## src/rtl/mm_result_accumulator.sv

```systemverilog
// Per-lane signed accumulation of sign-magnitude multiplier products; result is presented at packet end.
// Latency: result valid the cycle after the last beat is accepted. Backpressure: in_ready drops while a result waits for out_ready.
module mm_result_accumulator #(
  parameter int ACC_W = 24,
  parameter int CNT_W = 8
) (
  input  logic               clk,
  input  logic               rst_n,
  input  logic               in_valid,
  output logic               in_ready,
  input  logic [63:0]        in_mul,
  input  logic [3:0]         in_sign,
  input  logic               in_last,
  input  logic [1:0]         convtypeD,
  input  logic [1:0]         convtypeW,
  output logic               out_valid,
  input  logic               out_ready,
  output logic [4*ACC_W-1:0] out_acc,
  output logic [3:0]         out_ovf,
  output logic [2:0]         out_lanes,
  output logic [CNT_W-1:0]   out_beats
);

  typedef enum logic [1:0] {IDLE, ACCUM, HOLD} state_t;

  localparam logic signed [ACC_W-1:0] ACC_MAX = {1'b0, {(ACC_W-1){1'b1}}};
  localparam logic signed [ACC_W-1:0] ACC_MIN = {1'b1, {(ACC_W-1){1'b0}}};

  state_t                  state_q, state_d;
  logic signed [ACC_W-1:0] acc_q [4];
  logic signed [ACC_W-1:0] acc_d [4];
  logic [3:0]              ovf_q, ovf_d;
  logic [2:0]              lanes_q, lanes_d;
  logic [CNT_W-1:0]        beats_q, beats_d;

  logic                    accept;
  logic                    first;
  logic [2:0]              mode_lanes;
  logic [2:0]              lanes_eff;
  logic signed [ACC_W:0]   base_x [4];
  logic signed [ACC_W:0]   mag_x [4];
  logic signed [ACC_W:0]   sum_x [4];
  logic signed [ACC_W-1:0] nxt_acc [4];
  logic [3:0]              nxt_ovf;

  always_comb begin
    case ({convtypeD, convtypeW})
      4'b1111: mode_lanes = 3'd1;
      4'b1110: mode_lanes = 3'd2;
      4'b1010: mode_lanes = 3'd2;
      default: mode_lanes = 3'd4;
    endcase
  end

  assign accept    = in_valid && in_ready;
  assign first     = (state_q == IDLE);
  // Mode is only taken from the first beat; later beats reuse the latched lane count.
  assign lanes_eff = first ? mode_lanes : lanes_q;

  always_comb begin
    nxt_ovf = '0;
    for (int k = 0; k < 4; k++) begin
      base_x[k]  = first ? '0 : {acc_q[k][ACC_W-1], acc_q[k]};
      mag_x[k]   = {{(ACC_W-15){1'b0}}, in_mul[16*k +: 16]};
      sum_x[k]   = in_sign[k] ? (base_x[k] - mag_x[k]) : (base_x[k] + mag_x[k]);
      nxt_acc[k] = sum_x[k][ACC_W-1:0];
      if (sum_x[k][ACC_W] != sum_x[k][ACC_W-1]) begin
        nxt_acc[k] = sum_x[k][ACC_W] ? ACC_MIN : ACC_MAX;
        nxt_ovf[k] = 1'b1;
      end
      if (3'(k) >= lanes_eff) begin
        nxt_acc[k] = '0;
        nxt_ovf[k] = 1'b0;
      end
    end
  end

  always_comb begin
    state_d = state_q;
    acc_d   = acc_q;
    ovf_d   = ovf_q;
    lanes_d = lanes_q;
    beats_d = beats_q;
    case (state_q)
      IDLE, ACCUM: begin
        if (accept) begin
          state_d = in_last ? HOLD : ACCUM;
          acc_d   = nxt_acc;
          ovf_d   = (first ? 4'b0 : ovf_q) | nxt_ovf;
          lanes_d = lanes_eff;
          beats_d = first ? CNT_W'(1) : beats_q + CNT_W'(1);
        end
      end
      HOLD: begin
        if (out_ready) begin
          state_d = IDLE;
          for (int k = 0; k < 4; k++) acc_d[k] = '0;
          ovf_d   = '0;
          lanes_d = '0;
          beats_d = '0;
        end
      end
      default: state_d = IDLE;
    endcase
  end

  always_ff @(posedge clk or negedge rst_n) begin
    if (!rst_n) begin
      state_q <= IDLE;
      for (int k = 0; k < 4; k++) acc_q[k] <= '0;
      ovf_q   <= '0;
      lanes_q <= '0;
      beats_q <= '0;
    end else begin
      state_q <= state_d;
      acc_q   <= acc_d;
      ovf_q   <= ovf_d;
      lanes_q <= lanes_d;
      beats_q <= beats_d;
    end
  end

  assign in_ready  = (state_q != HOLD);
  assign out_valid = (state_q == HOLD);
  assign out_ovf   = ovf_q;
  assign out_lanes = lanes_q;
  assign out_beats = beats_q;

  for (genvar g = 0; g < 4; g++) begin : g_out
    assign out_acc[g*ACC_W +: ACC_W] = acc_q[g];
  end

endmodule
```

## config.mk

```make
export PLATFORM = sky130hd
export DESIGN_NAME = mm_result_accumulator
export DESIGN_NICKNAME = d
export VERILOG_FILES = /design/src/rtl/mm_result_accumulator.sv
export SDC_FILE = /design/constraint.sdc
export NUM_CORES = 1
export LEC_CHECK = 0
export BUFFER_PORTS_ARGS = -buffer_cell sky130_fd_sc_hd__buf_2
export CAP_MARGIN = 25
export CORE_ASPECT_RATIO = 1.5
export CORE_MARGIN = 3
export CORE_UTILIZATION = 59
export CTS_CLUSTER_DIAMETER = 150
export DETAILED_ROUTE_END_ITERATION = 8
export HOLD_SLACK_MARGIN = 0.06
export PLACE_DENSITY_LB_ADDON = 0.12
export SYNTH_ARGS = -nofsm -noshare
export SYNTH_HDL_FRONTEND = slang
export SYNTH_SLANG_ARGS = --single-unit
```

## constraint.sdc

```tcl
create_clock -name clk -period 7.3 [get_ports clk]
set_input_delay 0.73 -clock clk [delete_from_list [all_inputs] [get_ports clk]]
set_output_delay 0.73 -clock clk [all_outputs]
set_load 0.05 [all_outputs]
```

* Word level (Yosys, flattened, before mapping)
Index checks and enable logic that the tools add are counted.
Cells by class: add/sub/neg operators 9, order comparisons 4, eq/ne operators 12, multiplexer cells 48, bitwise logic cells 1, reductions and logical operators 7
Operators by type and width (number):
- 24-bit 2-to-1 mux | 12
- 25-bit 2-to-1 mux | 8
- 96-bit 2-to-1 mux | 2
- 96-bit case mux with 2 select lines | 1
- 25-bit by 17-bit adder with 25-bit output | 4
- 25-bit by 17-bit subtractor with 25-bit output | 4
- 8-bit 2-to-1 mux | 3
- 8-bit case mux with 2 select lines | 1
- 4-bit == test (second input constant) | 3
- 4-bit 2-to-1 mux | 3
- 3-bit case mux with 2 select lines | 2
- 3-bit 2-to-1 mux | 3
- 8-bit by 1-bit adder with 8-bit output (second input constant) | 1
- 1-bit 2-to-1 mux | 8
- 4-bit case mux with 2 select lines | 1
- 1-bit by 3-bit greater-or-equal comparator with 1-bit output (first input constant) | 2
- 2-bit by 3-bit greater-or-equal comparator with 1-bit output (first input constant) | 2
- 2-bit 2-to-1 mux | 3
- 1-bit inequality test | 4
- 2-bit inequality test (second input constant) | 2
- 4-bit bitwise OR | 1
- 2-bit case mux with 2 select lines | 1
- 2-bit OR reduction | 2
- 3-bit AND reduction | 1
- 7 further kinds | 7
Word-level totals: register bits after elaboration 113, output and inout bits 113, word-level logic and storage cells 89

* Longest topological paths before layout
depth after elaboration 10, depth in mapped cells 23, gate-level depth less buffers 21

* Worst setup path before layout
OpenSTA, ideal clock, no wires.
path kind input to register, from in in_mul[25], to reg acc_q, in the netlist out_acc[45], arrival time 4.942 ns, setup slack 2.237 ns, cell stages on the path 19, cells stage by stage or4_4 > nor3_1 > a21oi_1 > xnor2_1 > ha_1 > a21o_1 > a21oi_1 > o21bai_1 > a21oi_1 > o21ai_0 > or3_1 > o22ai_1 > mux2i_1 > a2111o_1 > ha_1 > clkbuf_1 > clkbuf_1 > a31oi_1 > a32o_1
On the way: word-level cells in the longest chain between the ends 7
Ends and longest elaborated chain:
- from (decl) | line 11 | input logic [63:0] in_mul,
- 25-bit by 17-bit adder with 25-bit output / 25-bit by 17-bit subtractor with 25-bit output (equally long branches) | line 65 | sum_x[k] = in_sign[k] ? (base_x[k] - mag_x[k]) : (base_x[k] + mag_x[k]);
- 25-bit 2-to-1 mux (*) | line 65
- 24-bit 2-to-1 mux / 1-bit inequality test (equally long branches) | line 68, 67
- 24-bit 2-to-1 mux (*) | line 67 | if (sum_x[k][ACC_W] != sum_x[k][ACC_W-1]) begin
- 24-bit 2-to-1 mux (*) | line 71 | if (3'(k) >= lanes_eff) begin
- 96-bit 2-to-1 mux (*) | line 86 | if (accept) begin
- 96-bit case mux with 2 select lines (*) | line 84 | case (state_q)
- to (signal assigned) | line 116 | acc_q <= acc_d;
- to (decl) | line 30 | logic signed [ACC_W-1:0] acc_q [4];
Mark *: on every way between the ends. The rest lies on a longest branch, timed or not. The select of a mux whose other input is x is not followed. A chain may end at the register's enable or synchronous reset.

* Final worst setup path
from reg state_q[0], to reg acc_q, in the netlist out_acc[59]
On the way: word-level cells in the longest chain between the ends 9
Ends and longest elaborated chain:
- from (decl) | line 29 | state_t state_q, state_d;
- from (signal assigned) | line 115 | state_q <= state_d;
- 2-bit zero test | line 56, 84
- 25-bit 2-to-1 mux | line 63 | base_x[k] = first ? '0 : {acc_q[k][ACC_W-1], acc_q[k]};
- 25-bit by 17-bit adder with 25-bit output / 25-bit by 17-bit subtractor with 25-bit output (equally long branches) | line 65
- 25-bit 2-to-1 mux | line 65
- 24-bit 2-to-1 mux / 1-bit inequality test (equally long branches) | line 68, 67
- 24-bit 2-to-1 mux | line 67
- 24-bit 2-to-1 mux | line 71
- 96-bit 2-to-1 mux | line 86
- 96-bit case mux with 2 select lines | line 84
Several ways; a longest one is shown, not always the timed one. The select of a mux whose other input is x is not followed.

==> impl_metrics.ini <==
[run_status]
status = completed

[finish]
final_common_cell = buf_2
mostFrequentLayoutCells = buf_2, nor2_1, nand2_1
final_core_util_pct = 69.85
fin_nets = 1800
drive_gt1_share_pct = 18.65
finalInstanceArea_mm2 = 0.01355
fill_cells = 1663
instances_no_fill = 1881
syn2layout_area_growth_pct = 15.05
n_antenna_cell = 0

[hold_path]
worstHoldPathType = input port to asynchronous set/reset pin

[route]
vias = 11189
ant_nets = 0
first_pass_iters = 5
drtIter0Drc = 696
drcViolationCount = 0
routed_wirelength_mm = 31.99
wl_per_cell_um = 17.01
viasPerCell = 5.948

[synthesis]
synth_ff_type = dfrtp_1
synth_mux_area_share_pct = 1.009
ys_seq_area_share_pct = 24.01
async_flop_share_pct = 100.0
ys_ff_latch = 113
synth-adder-area-share_pct = 12.85
syn-cell-area_mm2 = 0.01178
netlist_instances = 1451
syn_area_per_cell_um2 = 8.115
synth_simple_gate_area_share_pct = 22.87
syn-num-nets = 1639
synth_xor_area_share_pct = 10.29
synth.distinct_cells = 88
synth-edff-count = 0
ys_warn_count = 0
synth-compound-area-share_pct = 24.63
synth_top_family_by_area = compound AO/OA/AOI/OAI gates

[timing]
slew_headroom_pct = 38.59
timing.clock.skew_ps = 8.281
fin_crit_ps = 5991
finalMaxSlewViolations = 0
rsz0062_at_grt = no
final-hold-violation-count = 0
setup_viol = 0
fmax_ghz = 0.1669
tightest_slew_ps = 921.1
fin_setup_tns_ps = 0
period_share_pct = 82.08

[placed_design]
dpl.cell_count = 1847
dp_hpwl_mm = 23.57
gp_congestion = 0.9247
postPlaceCellArea_mm2 = 0.01280
port_buffers = 189

[power]
p_leak_nw = 6.740
power.density_mw_per_mm2 = 406.1
ir_drop_mv = 0.2454

[clock_network]
root_buffer = clkbuf_16
cts_max_level = 4
cts_tree = built
cts_buffer_depth = 2
cts.clk_slew.worst_paths_ps = 60
post_cts_buffers = 0
post_cts_resized = 0
cts-hold-fix-buffers = 0
clkLatencyLatePin_ps = 430
clock-sinks = 113
numCtsBuffers = 17

[die]
die_x_um = 121.3
start_util_pct = 60.72
die_h_um = 179.0
core_area_mm2 = 0.01939
ioPinCount = 190
dieArea_mm2 = 0.02172
rows = 62

[worst_setup_path]
crit_fanout = 74
path_buf_inv = 3
startpoint_type = flip-flop
cp_cell_sequence = or2_2 > buf_4 > nand2_1 > inv_1 > ha_1 > nor2b_1 > o21ai_0 > a21oi_1 > o21ai_0 > a21oi_1 > o21ai_0 > o21ai_0 > and4b_1 > or3_1 > ha_1 > nor2_1 > buf_4 > a221o_1
endpoint = out_acc[59]$_DFFE_PN0P_
cp.arrival_ps = 6360
critPathSlowestCell = buf_4
worstReg2RegEnd = out_acc[59]$_DFFE_PN0P_
crit_family = simple AND/OR/NAND/NOR gates
critPathKind = flip-flop to flip-flop
worst_ep_required_time_ps = 7670
reg2reg_slack_ps = 1310
cpMostUsedCell = o21ai_0
startpoint = state_q[0]$_DFFE_PN0P_
crit_path_end_kind = flip-flop
cp.depth = 18
rr_startpoint = state_q[0]$_DFFE_PN0P_
reg2regPathDepth = 18
slowest_delay_ps = 640

[global_routing]
grt_overflow_total = 0
grt_pass1_wl_mm = 51.81
grt_pass1_vias = 11057
grt_max_degree = 76
grt_antenna_before_repair = 2
grt_usage_pct = 29.24

[job]
maxCapViolCount = 0
[kinds of logic (layout without fill, tap and decap cells)]
logic type | Yosys count | count (layout)
AND/OR/NAND/NOR | 535 | 535
XOR/XNOR | 134 | 134
AO/OA/AOI/OAI | 429 | 429
flip-flops | 113 | 113
adder cells (fa/ha/maj) | 120 | 120
buffers and inverters | 109 | 283
multiplexers | 11 | 11
[worst register-to-register path, cell delays in order, from the launching register on]
cell	delay, ps
dfrtp_1	520
or2_2	530
buf_4	640
nand2_1	230
inv_1	90
ha_1	230
nor2b_1	140
o21ai_0	200
a21oi_1	140
o21ai_0	290
a21oi_1	180
o21ai_0	360
o21ai_0	260
and4b_1	250
or3_1	350
ha_1	350
nor2_1	620
buf_4	360
a221o_1	180
[Yosys cell counts, types with 12 or more instances]
| cell | count | share of area, % |
|---|---|---|
| nor2_1 | 136 | 4.3 |
| inv_1 | 51 | 1.6 |
| dfrtp_1 | 113 | 24 |
| a221o_1 | 20 | 1.7 |
| nor3_1 | 39 | 1.7 |
| nand3_1 | 24 | 1.0 |
| o21a_1 | 20 | 1.3 |
| or3_1 | 14 | 0.74 |
| a22o_1 | 14 | 1.0 |
| nand2b_1 | 16 | 0.85 |
| o211ai_1 | 14 | 0.89 |
| xor2_1 | 25 | 1.9 |
| xnor2_1 | 107 | 8.0 |
| clkbuf_1 | 40 | 1.3 |
| a31oi_1 | 12 | 0.64 |
| nand2_1 | 132 | 4.2 |
| a21o_1 | 45 | 2.9 |
| o21ai_0 | 96 | 4.1 |
| a21oi_1 | 110 | 4.7 |
| ha_1 | 107 | 11 |
| and2_1 | 93 | 4.9 |
| nor2b_1 | 27 | 1.4 |
| a31o_2 | 15 | 1.1 |
[report_power, final]
group          switching (W)  internal (W)
Sequential          0.000196      0.000873
Combinational        0.00226       0.00116
Clock               0.000312      0.000701
[layer usage]
layer | global-route usage, % | share of wire [%] | vias up
li1 | - | - | 5516
met1 | 33.63 | 40 | 5329
met2 | 53.49 | 51 | 267
met3 | 4.924 | 4.8 | 73
met4 | 11.50 | 3.4 | 4
met5 | 0 | 0.072 | -
[state kept, by name, indices dropped and copies added, names as in the netlist]
| register | cells |
|---|---|
| out_acc | 96 |
| out_beats | 8 |
| out_ovf | 4 |
| out_lanes | 3 |
| state_q | 2 |
[how the worst min path moves through the flow]
stage                             from                       to  depth (start not counted)
3_3_place_gp    out_ovf[0]$_DFFE_PN0P_   out_ovf[0]$_DFFE_PN0P_                          2
5_1_grt                          rst_n   out_acc[8]$_DFFE_PN0P_                          1
2_1_floorplan                    rst_n   out_acc[0]$_DFFE_PN0P_                          0
4_1_cts                          rst_n   out_acc[8]$_DFFE_PN0P_                          1
3_5_place_dp   out_acc[32]$_DFFE_PN0P_  out_acc[32]$_DFFE_PN0P_                          2
6_report                         rst_n   out_acc[8]$_DFFE_PN0P_                          1
[per-stage QoR]
| step | hold slack [ps] | power [W] | worst slack [ps] |
|---|---|---|---|
| 6_report | 265.6 | 0.005502 | 1309 |
| 3_5_place_dp | 480.8 | 0.004473 | 1078 |
| 3_3_place_gp | 457.6 | 0.004416 | 1221 |
| 2_1_floorplan | 434.4 | 0.003724 | 2237 |
| 4_1_cts | 295.1 | 0.005507 | 1323 |
| 5_1_grt | 306.2 | 0.005872 | 783.7 |
[layout make-up]
class	count	area (um^2)	share of cell area (%)
well taps	256	320.3	2.364
inverters	51	191.4	1.413
clock buffers	22	474.2	3.501
repair buffers	200	1059	7.814
clock inverters	10	227.7	1.681
multi-input cells	1229	8447	62.35
flip-flops and latches	113	2828	20.87
No activity file was read; power rests on OpenSTA's default activity.
